===== config.mk =====
export PLATFORM = sky130hd
export DESIGN_NAME = key_cmd_scheduler
export DESIGN_NICKNAME = d
export VERILOG_FILES = /design/src/rtl/snake_pkg.sv /design/src/rtl/dir_fifo.sv /design/src/rtl/key_cmd_scheduler.sv
export SDC_FILE = /design/constraint.sdc
export NUM_CORES = 1
export LEC_CHECK = 0
export BUFFER_PORTS_ARGS = -buffer_cell sky130_fd_sc_hd__buf_2
export CAP_MARGIN = 10
export CELL_PAD_IN_SITES_DETAIL_PLACEMENT = 0
export CELL_PAD_IN_SITES_GLOBAL_PLACEMENT = 1
export CORE_UTILIZATION = 42
export CTS_CLUSTER_DIAMETER = 120
export DETAILED_ROUTE_END_ITERATION = 8
export GPL_TIMING_DRIVEN = 0
export PLACE_DENSITY = 0.85
export SYNTH_ARGS = -nofsm -noshare
export SYNTH_HDL_FRONTEND = slang
export SYNTH_SLANG_ARGS = --single-unit

===== constraint.sdc =====
create_clock -name clk -period 2.5 [get_ports clk]
set_input_delay 0.125 -clock clk [delete_from_list [all_inputs] [get_ports clk]]
set_output_delay 0.125 -clock clk [all_outputs]
set_load 0.01 [all_outputs]

===== src/rtl/snake_pkg.sv =====
// Shared types, key codes and key decode for the snake game command path.
// Pure declarations; no logic latency and no flow control of its own.
package snake_pkg;

    typedef enum logic [1:0] {
        UP    = 2'b00,
        DOWN  = 2'b01,
        LEFT  = 2'b10,
        RIGHT = 2'b11
    } dir_t;

    typedef enum logic [1:0] {
        WAIT  = 2'b00,
        RUN   = 2'b01,
        PAUSE = 2'b10
    } ctrl_state_t;

    localparam logic [7:0] KC_UP      = 8'h18;
    localparam logic [7:0] KC_DOWN    = 8'h19;
    localparam logic [7:0] KC_LEFT    = 8'h1B;
    localparam logic [7:0] KC_RIGHT   = 8'h1A;
    localparam logic [7:0] KC_PAUSE   = 8'h50;
    localparam logic [7:0] KC_RESTART = 8'h52;
    localparam logic [7:0] KC_W       = 8'h57;
    localparam logic [7:0] KC_S       = 8'h53;
    localparam logic [7:0] KC_A       = 8'h41;
    localparam logic [7:0] KC_D       = 8'h44;

    // Returns {is_direction, direction}.
    function automatic logic [2:0] decode_dir(input logic [7:0] kc);
        logic [2:0] r;
        r = 3'b000;
        case (kc)
            KC_UP:    r = {1'b1, UP};
            KC_DOWN:  r = {1'b1, DOWN};
            KC_LEFT:  r = {1'b1, LEFT};
            KC_RIGHT: r = {1'b1, RIGHT};
`ifdef KEY_WASD_EN
            KC_W:     r = {1'b1, UP};
            KC_S:     r = {1'b1, DOWN};
            KC_A:     r = {1'b1, LEFT};
            KC_D:     r = {1'b1, RIGHT};
`endif
            default:  r = 3'b000;
        endcase
        return r;
    endfunction

endpackage


===== src/rtl/dir_fifo.sv =====
// Small direction queue with flush and tail (last) output; head is combinational.
// Write lands next cycle; a push while full is taken only with a simultaneous pop.
module dir_fifo #(
    parameter int DEPTH = 4
) (
    input  logic       clk,
    input  logic       rst_n,
    input  logic       push,
    input  logic       pop,
    input  logic       flush,
    input  logic [1:0] din,
    output logic [1:0] head,
    output logic [1:0] last,
    output logic       full,
    output logic       empty
);
    localparam int AW = $clog2(DEPTH);

    logic [AW:0]   wptr_q, wptr_d;
    logic [AW:0]   rptr_q, rptr_d;
    logic [AW-1:0] last_idx;
    logic [1:0]    mem_q [DEPTH];
    logic          do_push;
    logic          do_pop;

    assign empty    = (wptr_q == rptr_q);
    assign full     = (wptr_q[AW] != rptr_q[AW]) && (wptr_q[AW-1:0] == rptr_q[AW-1:0]);
    assign do_pop   = pop && !empty;
    assign do_push  = push && (!full || do_pop);
    assign last_idx = wptr_q[AW-1:0] - AW'(1);
    assign head     = mem_q[rptr_q[AW-1:0]];
    assign last     = mem_q[last_idx];

    always_comb begin
        wptr_d = wptr_q;
        rptr_d = rptr_q;
        if (flush) begin
            wptr_d = '0;
            rptr_d = '0;
        end else begin
            if (do_push) wptr_d = wptr_q + (AW+1)'(1);
            if (do_pop)  rptr_d = rptr_q + (AW+1)'(1);
        end
    end

    always_ff @(posedge clk or negedge rst_n) begin
        if (!rst_n) begin
            wptr_q <= '0;
            rptr_q <= '0;
        end else begin
            wptr_q <= wptr_d;
            rptr_q <= rptr_d;
        end
    end

    // Storage needs no reset: entries are only read between the pointers.
    always_ff @(posedge clk) begin
        if (do_push && !flush) mem_q[wptr_q[AW-1:0]] <= din;
    end

endmodule


===== src/rtl/key_cmd_scheduler.sv =====
// Turns key events into queued direction changes and run/pause/restart control; KEY_WASD_EN adds WASD keys.
// Inputs act one cycle after they change, step follows tick by one cycle; a full queue drops pushes (sticky q_overflow).
module key_cmd_scheduler
    import snake_pkg::*;
#(
    parameter int         DEPTH     = 4,
    parameter logic [1:0] START_DIR = 2'b11
) (
    input  logic       clk,
    input  logic       rst_n,
    input  logic       key_state,
    input  logic [7:0] key_code,
    input  logic       tick,
    output logic       step,
    output logic [1:0] dir,
    output logic       restart,
    output logic       running,
    output logic       paused,
    output logic       q_overflow
);
    ctrl_state_t state_q, state_d;
    dir_t        dir_q, dir_d;
    logic        key_state_q;
    logic [7:0]  key_code_q;
    logic        step_q, restart_q, ovf_q, ovf_d;

    logic        key_ev, dir_ev, p_ev, r_ev;
    logic [2:0]  dec;
    logic        do_step, can_push;
    logic        fifo_push, fifo_pop, fifo_full, fifo_empty;
    logic [1:0]  fifo_head, fifo_last, newest;

    // A held key only counts again if the code changes (typematic repeats are ignored).
    assign key_ev = key_state && (!key_state_q || (key_code != key_code_q));
    assign dec    = decode_dir(key_code);
    assign dir_ev = key_ev && dec[2];
    assign p_ev   = key_ev && (key_code == KC_PAUSE);
    assign r_ev   = key_ev && (key_code == KC_RESTART);

    always_ff @(posedge clk or negedge rst_n) begin
        if (!rst_n) state_q <= WAIT;
        else        state_q <= state_d;
    end

    always_comb begin
        state_d = state_q;
        if (r_ev) begin
            state_d = WAIT;
        end else begin
            case (state_q)
                WAIT:    if (dir_ev) state_d = RUN;
                RUN:     if (p_ev)   state_d = PAUSE;
                PAUSE:   if (p_ev)   state_d = RUN;
                default: state_d = WAIT;
            endcase
        end
    end

    always_comb begin
        running  = (state_q == RUN);
        paused   = (state_q == PAUSE);
        do_step  = (state_q == RUN) && tick && !r_ev;
        can_push = dir_ev && (state_q != PAUSE);
    end

    // Duplicate filter compares against the tail, or the live direction when nothing is queued.
    assign newest    = fifo_empty ? dir_q : fifo_last;
    assign fifo_pop  = do_step && !fifo_empty;
    assign fifo_push = can_push && (dec[1:0] != newest);

    always_comb begin
        dir_d = dir_q;
        ovf_d = ovf_q;
        if (r_ev) begin
            dir_d = dir_t'(START_DIR);
            ovf_d = 1'b0;
        end else begin
            if (fifo_pop && (fifo_head != (dir_q ^ 2'b01))) dir_d = dir_t'(fifo_head);
            if (fifo_push && fifo_full && !fifo_pop)         ovf_d = 1'b1;
        end
    end

    always_ff @(posedge clk or negedge rst_n) begin
        if (!rst_n) begin
            key_state_q <= 1'b0;
            key_code_q  <= 8'h00;
            dir_q       <= dir_t'(START_DIR);
            step_q      <= 1'b0;
            restart_q   <= 1'b0;
            ovf_q       <= 1'b0;
        end else begin
            key_state_q <= key_state;
            key_code_q  <= key_code;
            dir_q       <= dir_d;
            step_q      <= do_step;
            restart_q   <= r_ev;
            ovf_q       <= ovf_d;
        end
    end

    dir_fifo #(
        .DEPTH (DEPTH)
    ) u_dir_fifo (
        .clk   (clk),
        .rst_n (rst_n),
        .push  (fifo_push),
        .pop   (fifo_pop),
        .flush (r_ev),
        .din   (dec[1:0]),
        .head  (fifo_head),
        .last  (fifo_last),
        .full  (fifo_full),
        .empty (fifo_empty)
    );

    assign step       = step_q;
    assign dir        = dir_q;
    assign restart    = restart_q;
    assign q_overflow = ovf_q;

endmodule


==> results of run 1 <==
layer usage:
layer / share of wire (%) / GRT usage [%] / up-vias
li1: - / - / 514
met1: 42 / 18.94 / 539
met2: 54 / 29.57 / 23
met3: 3.2 / 5.072 / 4
met4: 0.79 / 7.386 / 0
met5: 0 / 0 / -
worst register-to-register path: stages (launching register included):
cell and delay [ns]:
dfrtp_1 0.40, buf_6 0.13, inv_2 0.07, ha_4 0.22
mux4_2 0.29, o31a_1 0.12, or3_1 0.32, a22oi_2 0.32
nor3_4 0.09, and2_1 0.20
per-stage QoR:
stage / hold WS [ns] / utilization, %
floorplan: -0.1706 / -
global placement: 0.1118 / 49.57
detailed placement: 0.1294 / 49.57
CTS: 0.01012 / 54.62
global route: 0.005038 / 55.74
finish: 0.01487 / 55.74
final cells by class:
class / instances / area (sq um)
plain buffers: 2 / 16.27
clock buffers: 5 / 68.82
clock inverters: 3 / 16.27
fillers: 300 / 1535
inverters: 6 / 22.52
multi-input cells: 86 / 767.0
flip-flops and latches: 30 / 794.5
well taps: 46 / 57.56
repair buffers: 30 / 190.2
where the power goes:
part / switching (uW) / internal, uW / total [uW]
sequential: 66.0 / 578 / 644
combinational: 280 / 284 / 564
clock: 181 / 190 / 371
total: 527 / 1050 / 1580
flip-flops by register name, indices dropped and copies added, names as in the netlist:
signal / count
key_code_q: 8
u_dir_fifo.mem_q: 8
u_dir_fifo.rptr_q: 3
u_dir_fifo.wptr_q: 3
dir: 2
state_q: 2
key_state_q: 1
q_overflow: 1
restart: 1
step: 1
synthesized netlist by cell type (2+ instances only):
| cell | n |
|---|---|
| nand3_1 | 2 |
| mux4_2 | 4 |
| and3_2 | 2 |
| and2b_2 | 2 |
| nand2_1 | 14 |
| or3_1 | 3 |
| and2_1 | 3 |
| nor3_1 | 2 |
| edfxtp_1 | 8 |
| mux2i_1 | 4 |
| dfstp_2 | 2 |
| nor4_1 | 2 |
| nor2_1 | 6 |
| o31a_1 | 2 |
| xor2_1 | 3 |
| xnor2_1 | 9 |
| inv_1 | 6 |
| dfrtp_1 | 20 |
| ha_1 | 5 |
| o21ai_0 | 3 |
| nor4b_2 | 2 |
worst min-delay path by stage:
stage	from	endpoint	slack (ns)	depth (start not counted)
6_report	key_code[3]	key_code_q[3]	0.01	1
5_1_grt	key_code[3]	key_code_q[3]	0.005	1
4_1_cts	key_code[3]	key_code_q[3]	0.01	1
3_5_place_dp	rst_n	u_dir_fifo.rptr_q[0]	0.13	1
3_3_place_gp	rst_n	u_dir_fifo.rptr_q[0]	0.11	1
2_1_floorplan	rst_n	key_code_q[0]	-0.17	0
kinds of logic (layout without fill, tap and decap cells):
kind of cell	after synthesis	in the layout	synth area share, %
compound gates	12	12	6.450
buf+inv	8	46	2.468
simple gates	45	45	18.23
fa+ha+maj	5	5	3.981
xor+xnor	13	13	7.724
mux	11	11	10.67
flops	30	30	50.48
what timing repair did:
item / CTS / global route
hold buffers: 4 / 0
setup endpoints to repair: 10 / 11
pin swaps: 2 / 2
endpoints found under the hold margin: 23 / 0
buffers inserted: 3 / 5
resized for setup: 3 / 2
==> impl_metrics.ini, run 1 <==
[synth]
yosysUniqueCellTypes = 41
yosysTopAreaCell = dfrtp_1
ys_seq_area_share_pct = 50.48
netlist_top_cells_area = dfrtp_1 (32%), edfxtp_1 (15%), mux4_2 (5.7%)
synth_top_cell_area_share_pct = 31.85
syn_inst = 124
ys_ff_latch = 30
synth-async-reset-ratio_pct = 73.33
yosys_warnings = 0
synth_nets = 141
synth_edf_count = 8
ys.flop_type = dfrtp_1
syn-mean-instance-area_sq_um = 12.67
synthesis.area_sq_um = 1572

[floorplan]
die_h_microns = 63.17
num_io_pins = 19
dieArea_sq_um = 3990
initial_core_util_pct = 45.31
num_rows = 21
die-width_microns = 63.17
coreArea_sq_um = 3468

[worst_setup_path]
rr_endpoint = u_dir_fifo.mem_q[1][1]
worstSetupStartpoint = u_dir_fifo.wptr_q[0]
crit_buf_inv = 2
crit_chain = buf_6, inv_2, ha_4, mux4_2, o31a_1, or3_1, a22oi_2, nor3_4, and2_1
crit_fanout = 5
cp_top_family = simple AND/OR/NAND/NOR gates
cp-start-kind = register
cpPeakStageDelay_ns = 0.40
r2r_start = u_dir_fifo.wptr_q[0]
cp_data_arrival_time_ns = 2.44
crit_cells = 9
cp-end-kind = register
crit_type = register to register
crit_required_ns = 2.53
slowest_stage = dfrtp_1
r2r_slack_ns = 0.1
reg2reg_depth = 9
critical_path.endpoint = u_dir_fifo.mem_q[1][1]

[cts]
h-tree-depth = 2
path_clk_slew_ns = 0.06
clock_latency_ns = 0.28
cts_tree = yes
clock_path_buffers = 2
clock-sinks = 30
root_buffer = clkbuf_8
cts_buffers = 5

[layout]
nNetsFinal = 178
final_cell_mix = buf_2 (19), dfrtp_1 (19), nand2_1 (14)
finalNonFillerCells = 208
drive_gt1_share_pct = 36.42
stdcell_area_sq_um = 1933
syn_to_final_growth_pct = 23.01
diodes = 0

[status]
outcome = complete, no violations

[place]
hpwlAfterDp_mm = 2.125
dpl-instance-area_sq_um = 1719
pre_cts_slack_ns = -0.1908
place_congestion = 0.7512
place_inst = 188
portBuffers = 18

[power]
peakVddDrop_mv = 0.4168
p_leak_uw = 0.0008197
finalPower_uw = 1579
power_density_nw_per_um2 = 816.8

[timing]
drv_slew = 0
setup_violations = 0
relSlewSlack_pct = 65.73
finalClockSkew_ns = 0.005743
setup-tns-final_ns = 0
hold_violations = 0
min_period_over_period_pct = 96.14
worst_pin_slew_ns = 0.5141
fmax_mhz = 416.1
setup_slack_ns = 0.09660
fin_crit_ns = 2.403

[detailed_routing]
ant_nets = 0
drtPass1Iterations = 4
route.vias.total = 1080
wl_mm = 2.897
dr.first_iter.drc_count = 34
drc = 0
viasPerCell = 5.192
wire_per_inst_microns = 13.93

[hold_path]
worstHoldPathType = input pin to register

[flow_run]
cap_viol_max_count = 0

[global_route]
grt_pass1_wl_mm = 5.112
grt_antenna_before_repair = 0
grt_max_degree = 23
overflow = 0
grt_pass1_vias = 1165
grt.total_usage_pct = 16.93
Note: power is estimated with default switching activity, not from simulation.
==> inputs of run 2 (changes only) <==
CORE_UTILIZATION = 46   (was 42)
PLACE_DENSITY = 0.88   (was 0.85)
clock period = 2.6 ns   (was 2.5 ns; I/O delays follow)
==> impl_metrics.ini, run 2 (synthesized netlist as in run 1, its figures left out) <==
[worst_setup_path]
crit_type = register to register
cpPeakStageDelay_ns = 0.39
crit_buf_inv = 2
crit_cells = 9
slowest_stage = dfrtp_1
cp-start-kind = register
reg2reg_depth = 9
cp_top_family = simple AND/OR/NAND/NOR gates
crit_fanout = 6
crit_required_ns = 2.69
crit_chain = buf_6, inv_1, ha_4, mux4_2, o31a_1, or3_1, a22oi_2, nor3_4, and2_1
cp_data_arrival_time_ns = 2.58
cp-end-kind = register

[layout]
filler_cell_count = 272
diodes = 0
seqCellArea_sq_um = 793.3
syn_to_final_growth_pct = 21.97
drive_gt1_share_pct = 31.29
final_cell_mix = dfrtp_1 (20), buf_2 (19), nand2_1 (14)
final_common_cell = dfrtp_1
multi_input_area_sq_um = 767.0
nNetsFinal = 179

[detailed_routing]
wire_per_inst_microns = 14.17
drc = 0
wl_mm = 2.934
drtPass1Iterations = 4
ant_nets = 0
dr.first_iter.drc_count = 22
viasPerCell = 5.106
route.vias.total = 1057

[floorplan]
num_io_pins = 19
dieArea_sq_um = 3654
num_rows = 20
die_h_microns = 60.45
die-width_microns = 60.45
coreArea_sq_um = 3153
initial_core_util_pct = 49.84

[timing]
setup-tns-final_ns = 0
hold_violations = 0
setup_violations = 0
worst_pin_slew_ns = 0.4848
fin_crit_ns = 2.492
rsz0062_at_grt = no
drv_slew = 0
min_period_over_period_pct = 95.83
fmax_mhz = 401.3
whs_ns = 0.1230
relSlewSlack_pct = 67.68
finalClockSkew_ns = 0.008986

[status]
outcome = complete, no violations

[cts]
path_clk_slew_ns = 0.10
cts_buffers = 5
clock_path_buffers = 2
clock_latency_ns = 0.33
cts_tree = yes
clock-sinks = 30
root_buffer = clkbuf_4
h-tree-depth = 2

[global_route]
grt_antenna_before_repair = 0
grt_max_degree = 23
grt_pass1_wl_mm = 5.002
grt.total_usage_pct = 19.25
overflow = 0
grt_pass1_vias = 1125

[power]
finalPower_uw = 1407
p_leak_uw = 0.0008097
peakVddDrop_mv = 0.3297
power_density_nw_per_um2 = 733.8

[place]
place_congestion = 0.7812
portBuffers = 18
hpwlAfterDp_mm = 2.138

[hold_path]
hold_depth = 3
worstHoldPathType = input pin to register

[flow_run]
cap_viol_max_count = 0
## run 2: metal layers
metal	wire, microns	share of wire, %	vias to the layer above	GRT usage, %
met1	1203	41	514	21.97
li1	-	-	519	-
met3	97	3.3	6	5.757
met2	1592	54	18	34.22
met4	41	1.4	0	6.818
met5	0	0	-	0
## run 2: report_power, final
group	internal, uW	leakage (uW)	switching (uW)
sequential	554	0.000332	67.0
clock	101	0.0000297	157
combinational	260	0.000448	267
## run 2: path summary, 6_finish.rpt
| path | end | slack (ns) | start |
|---|---|---|---|
| max in group asynchronous | dir[1] | 1.96 | rst_n |
| setup / recovery | u_dir_fifo.mem_q[0][0] | 0.11 | u_dir_fifo.wptr_q[0] |
| min in group asynchronous | u_dir_fifo.rptr_q[1] | 0.28 | rst_n |
| hold reg to reg | q_overflow | 0.50 | q_overflow |
| setup reg to reg | u_dir_fifo.mem_q[0][0] | 0.11 | u_dir_fifo.wptr_q[0] |
| hold / removal | step | 0.12 | tick |
## run 2: final cells by class
type	count	area share [%]
Sequential cell	30	41.38
Multi-Input combinational cell	86	40.01
Timing Repair Buffer	31	11.10
Tap cell	44	2.872
Clock buffer	6	2.154
Inverter	6	1.175
Buffer	2	0.8486
Clock inverter	2	0.4569
## run 2: tightest hold or removal path: stages
cell     delay (ns)
buf_2          0.11
nand2_1        0.12
nor2_1         0.05
## run 2: repair_timing
item | in CTS | in global routing
endpoints found under the setup margin | 8 | 11
buffers inserted | 0 | 3
endpoints found under the hold margin | 29 | 0
pin swaps | 0 | 3
hold buffers | 10 | 0
resized for setup | 0 | 5
## run 2: metrics by stage
stage,cells,area (sq um),utilization (%),setup slack (ns)
final,207,1917,60.79,0.1084
after global routing,207,1917,60.79,0.002163
after CTS,204,1867,59.21,-0.03362
after detailed placement,186,1717,54.44,-0.02087
after global placement,186,1717,54.44,0.03960
after floorplan,124,1572,-,0.2304
==> inputs of run 3 (changes only) <==
ABC_AREA = 1   (was not set)
CORE_UTILIZATION = 43   (was 46)
PLACE_DENSITY = 0.89   (was 0.88)
==> impl_metrics.ini, run 3 <==
[cts]
cts_buffers = 5
cts_resized = 0
cts_tree = yes
path_clk_slew_ns = 0.06
clock-sinks = 30
cts_hold_buf = 5
clock_path_buffers = 2
h-tree-depth = 2
clock_latency_ns = 0.29
root_buffer = clkbuf_8
post_cts_buffers = 0

[place]
portBuffers = 18
pre_cts_slack_ns = 0.2711
place_congestion = 0.7923
hpwlAfterDp_mm = 3.009

[synth]
synth_nets = 268
synth_commonest_cells = nand2_1 (77), inv_1 (43), nand3_1 (26), dfrtp_1 (20), nor2_1 (16)
synth_most_common_cell = nand2_1
syn_inst = 251
netlist_top_cells_area = dfrtp_1 (26%), nand2_1 (15%), edfxtp_1 (13%)
synth-async-reset-ratio_pct = 73.33
synth_edf_count = 8
ys.flop_type = dfrtp_1
synth_top_cell_area_share_pct = 26.37
synthesis.area_sq_um = 1898
ys_seq_area_share_pct = 41.79
yosys_warnings = 0
yosysUniqueCellTypes = 27
yosysTopAreaCell = dfrtp_1
ys_ff_latch = 30
syn-mean-instance-area_sq_um = 7.562

[timing]
rsz0062_at_grt = no
setup_slack_ns = 0.2688
finalClockSkew_ns = 0.01028
setup-tns-final_ns = 0
setup_violations = 0
min_period_over_period_pct = 89.66
drv_slew = 0
fin_crit_ns = 2.331
relSlewSlack_pct = 62.43
hold_violations = 0
fmax_mhz = 429.0
worst_pin_slew_ns = 0.5598

[global_route]
grt_pass1_wl_mm = 7.086
grt_antenna_before_repair = 0
grt.total_usage_pct = 21.24
grt_max_degree = 23
grt_pass1_vias = 1607
overflow = 0

[detailed_routing]
route.vias.total = 1607
dr.first_iter.drc_count = 100
ant_nets = 0
viasPerCell = 4.840
wl_mm = 3.932
drc = 0
drtPass1Iterations = 4
wire_per_inst_microns = 11.84

[layout]
final_common_cell = nand2_1
diodes = 0
drive_gt1_share_pct = 18.09
nNetsFinal = 298
final_cell_mix = nand2_1 (77), inv_1 (43), nand3_1 (26)
syn_to_final_growth_pct = 15.49
filler_cell_count = 410

[worst_setup_path]
crit_type = register to register
cp_data_arrival_time_ns = 2.30
crit_top_cell = nand2_1
crit_fanout = 10
crit_chain = buf_6, inv_6, ha_1, inv_1, nand3_1, nand2_1, nand2_1, nand3_1, nand2_1, nor2_2, nor2_4, nand2_4, nor2_1
cp-start-kind = register
slowest_stage = dfrtp_1
cpPeakStageDelay_ns = 0.39
cp-end-kind = register
crit_required_ns = 2.57

[status]
outcome = complete, no violations

[hold_path]
worstHoldPathType = input pin to register

[floorplan]
die-width_microns = 68.44
num_rows = 23
dieArea_sq_um = 4684
initial_core_util_pct = 46.12
num_io_pins = 19
coreArea_sq_um = 4115
die_h_microns = 68.44

[power]
peakVddDrop_mv = 0.3449
p_leak_uw = 0.001167
power_density_nw_per_um2 = 817.9

[flow_run]
cap_viol_max_count = 0
-- run 3: where the power goes --
part           internal [uW]  leakage [uW]  switching (uW)  total, uW
Sequential               555      0.000340            63.4        618
Combinational            294      0.000778             490        784
Clock                    213     0.0000482             178        391
Total                   1060       0.00117             731       1790
-- run 3: kinds of logic (layout without fill, tap and decap cells) --
kind of cell | count (synthesis) | in the layout | synth area share (%)
AOI/OAI and AO/OA | 16 | 16 | 4.417
adders and majority gates | 5 | 5 | 3.296
xor gates and xnor gates | 6 | 6 | 2.769
DFF | 30 | 30 | 41.79
buffers and inverters | 51 | 82 | 11.67
and+or+nand+nor | 143 | 143 | 36.06
-- run 3: critical path, delay by kind of cell, from the launching register on --
family | cells | cell delay [ns]
buf+inv | 3 | 0.35
simple gates | 9 | 0.89
fa+ha+maj | 1 | 0.39
flops | 1 | 0.39
-- run 3: metrics by stage --
stage,instance area (sq um),total power [uW],std cells,util (%),hold WS [ns]
2_1_floorplan,1898,1236,251,-,-0.1656
3_3_place_gp,2051,1404,319,49.83,0.1301
3_5_place_dp,2051,1409,319,49.83,0.1316
4_1_cts,2192,1813,332,53.27,0.0003249
5_1_grt,2192,1957,332,53.27,0.0006292
6_report,2192,1793,332,53.27,0.007064
-- run 3: final cells by class --
class                           count  area [sq um]  share of cell area [%]
Timing Repair Buffer               23         140.1                   6.393
Inverter                           48         185.2                   8.448
Clock inverter                      1         5.005                  0.2283
Multi-Input combinational cell    170         883.3                   40.30
Buffer                              3         36.28                   1.655
Clock buffer                        7         86.33                   3.938
Tap cell                           50         62.56                   2.854
Sequential cell                    30         793.3                   36.19
-- run 3: path summary, 6_finish.rpt --
path | startpoint | endpoint | slack, ns | cells after the start
min | key_code[2] | key_code_q[2] | 0.007 | 1
max in group asynchronous | rst_n | state_q[1] | 1.89 | 2
min reg2reg | dir[1] | dir[1] | 0.48 | 2
max | u_dir_fifo.wptr_q[0] | u_dir_fifo.mem_q[1][0] | 0.27 | 13
max reg2reg | u_dir_fifo.wptr_q[0] | u_dir_fifo.mem_q[1][0] | 0.27 | 13
min in group asynchronous | rst_n | u_dir_fifo.rptr_q[2] | 0.35 | 2
-- run 3: routing by layer --
layer	vias to the layer above	GRT usage, %	part of all wire (%)
met1	736	26.93	50
met3	7	5.500	3.1
met2	24	34.44	45
li1	840	-	-
met5	-	0	0
met4	0	7.813	1.7
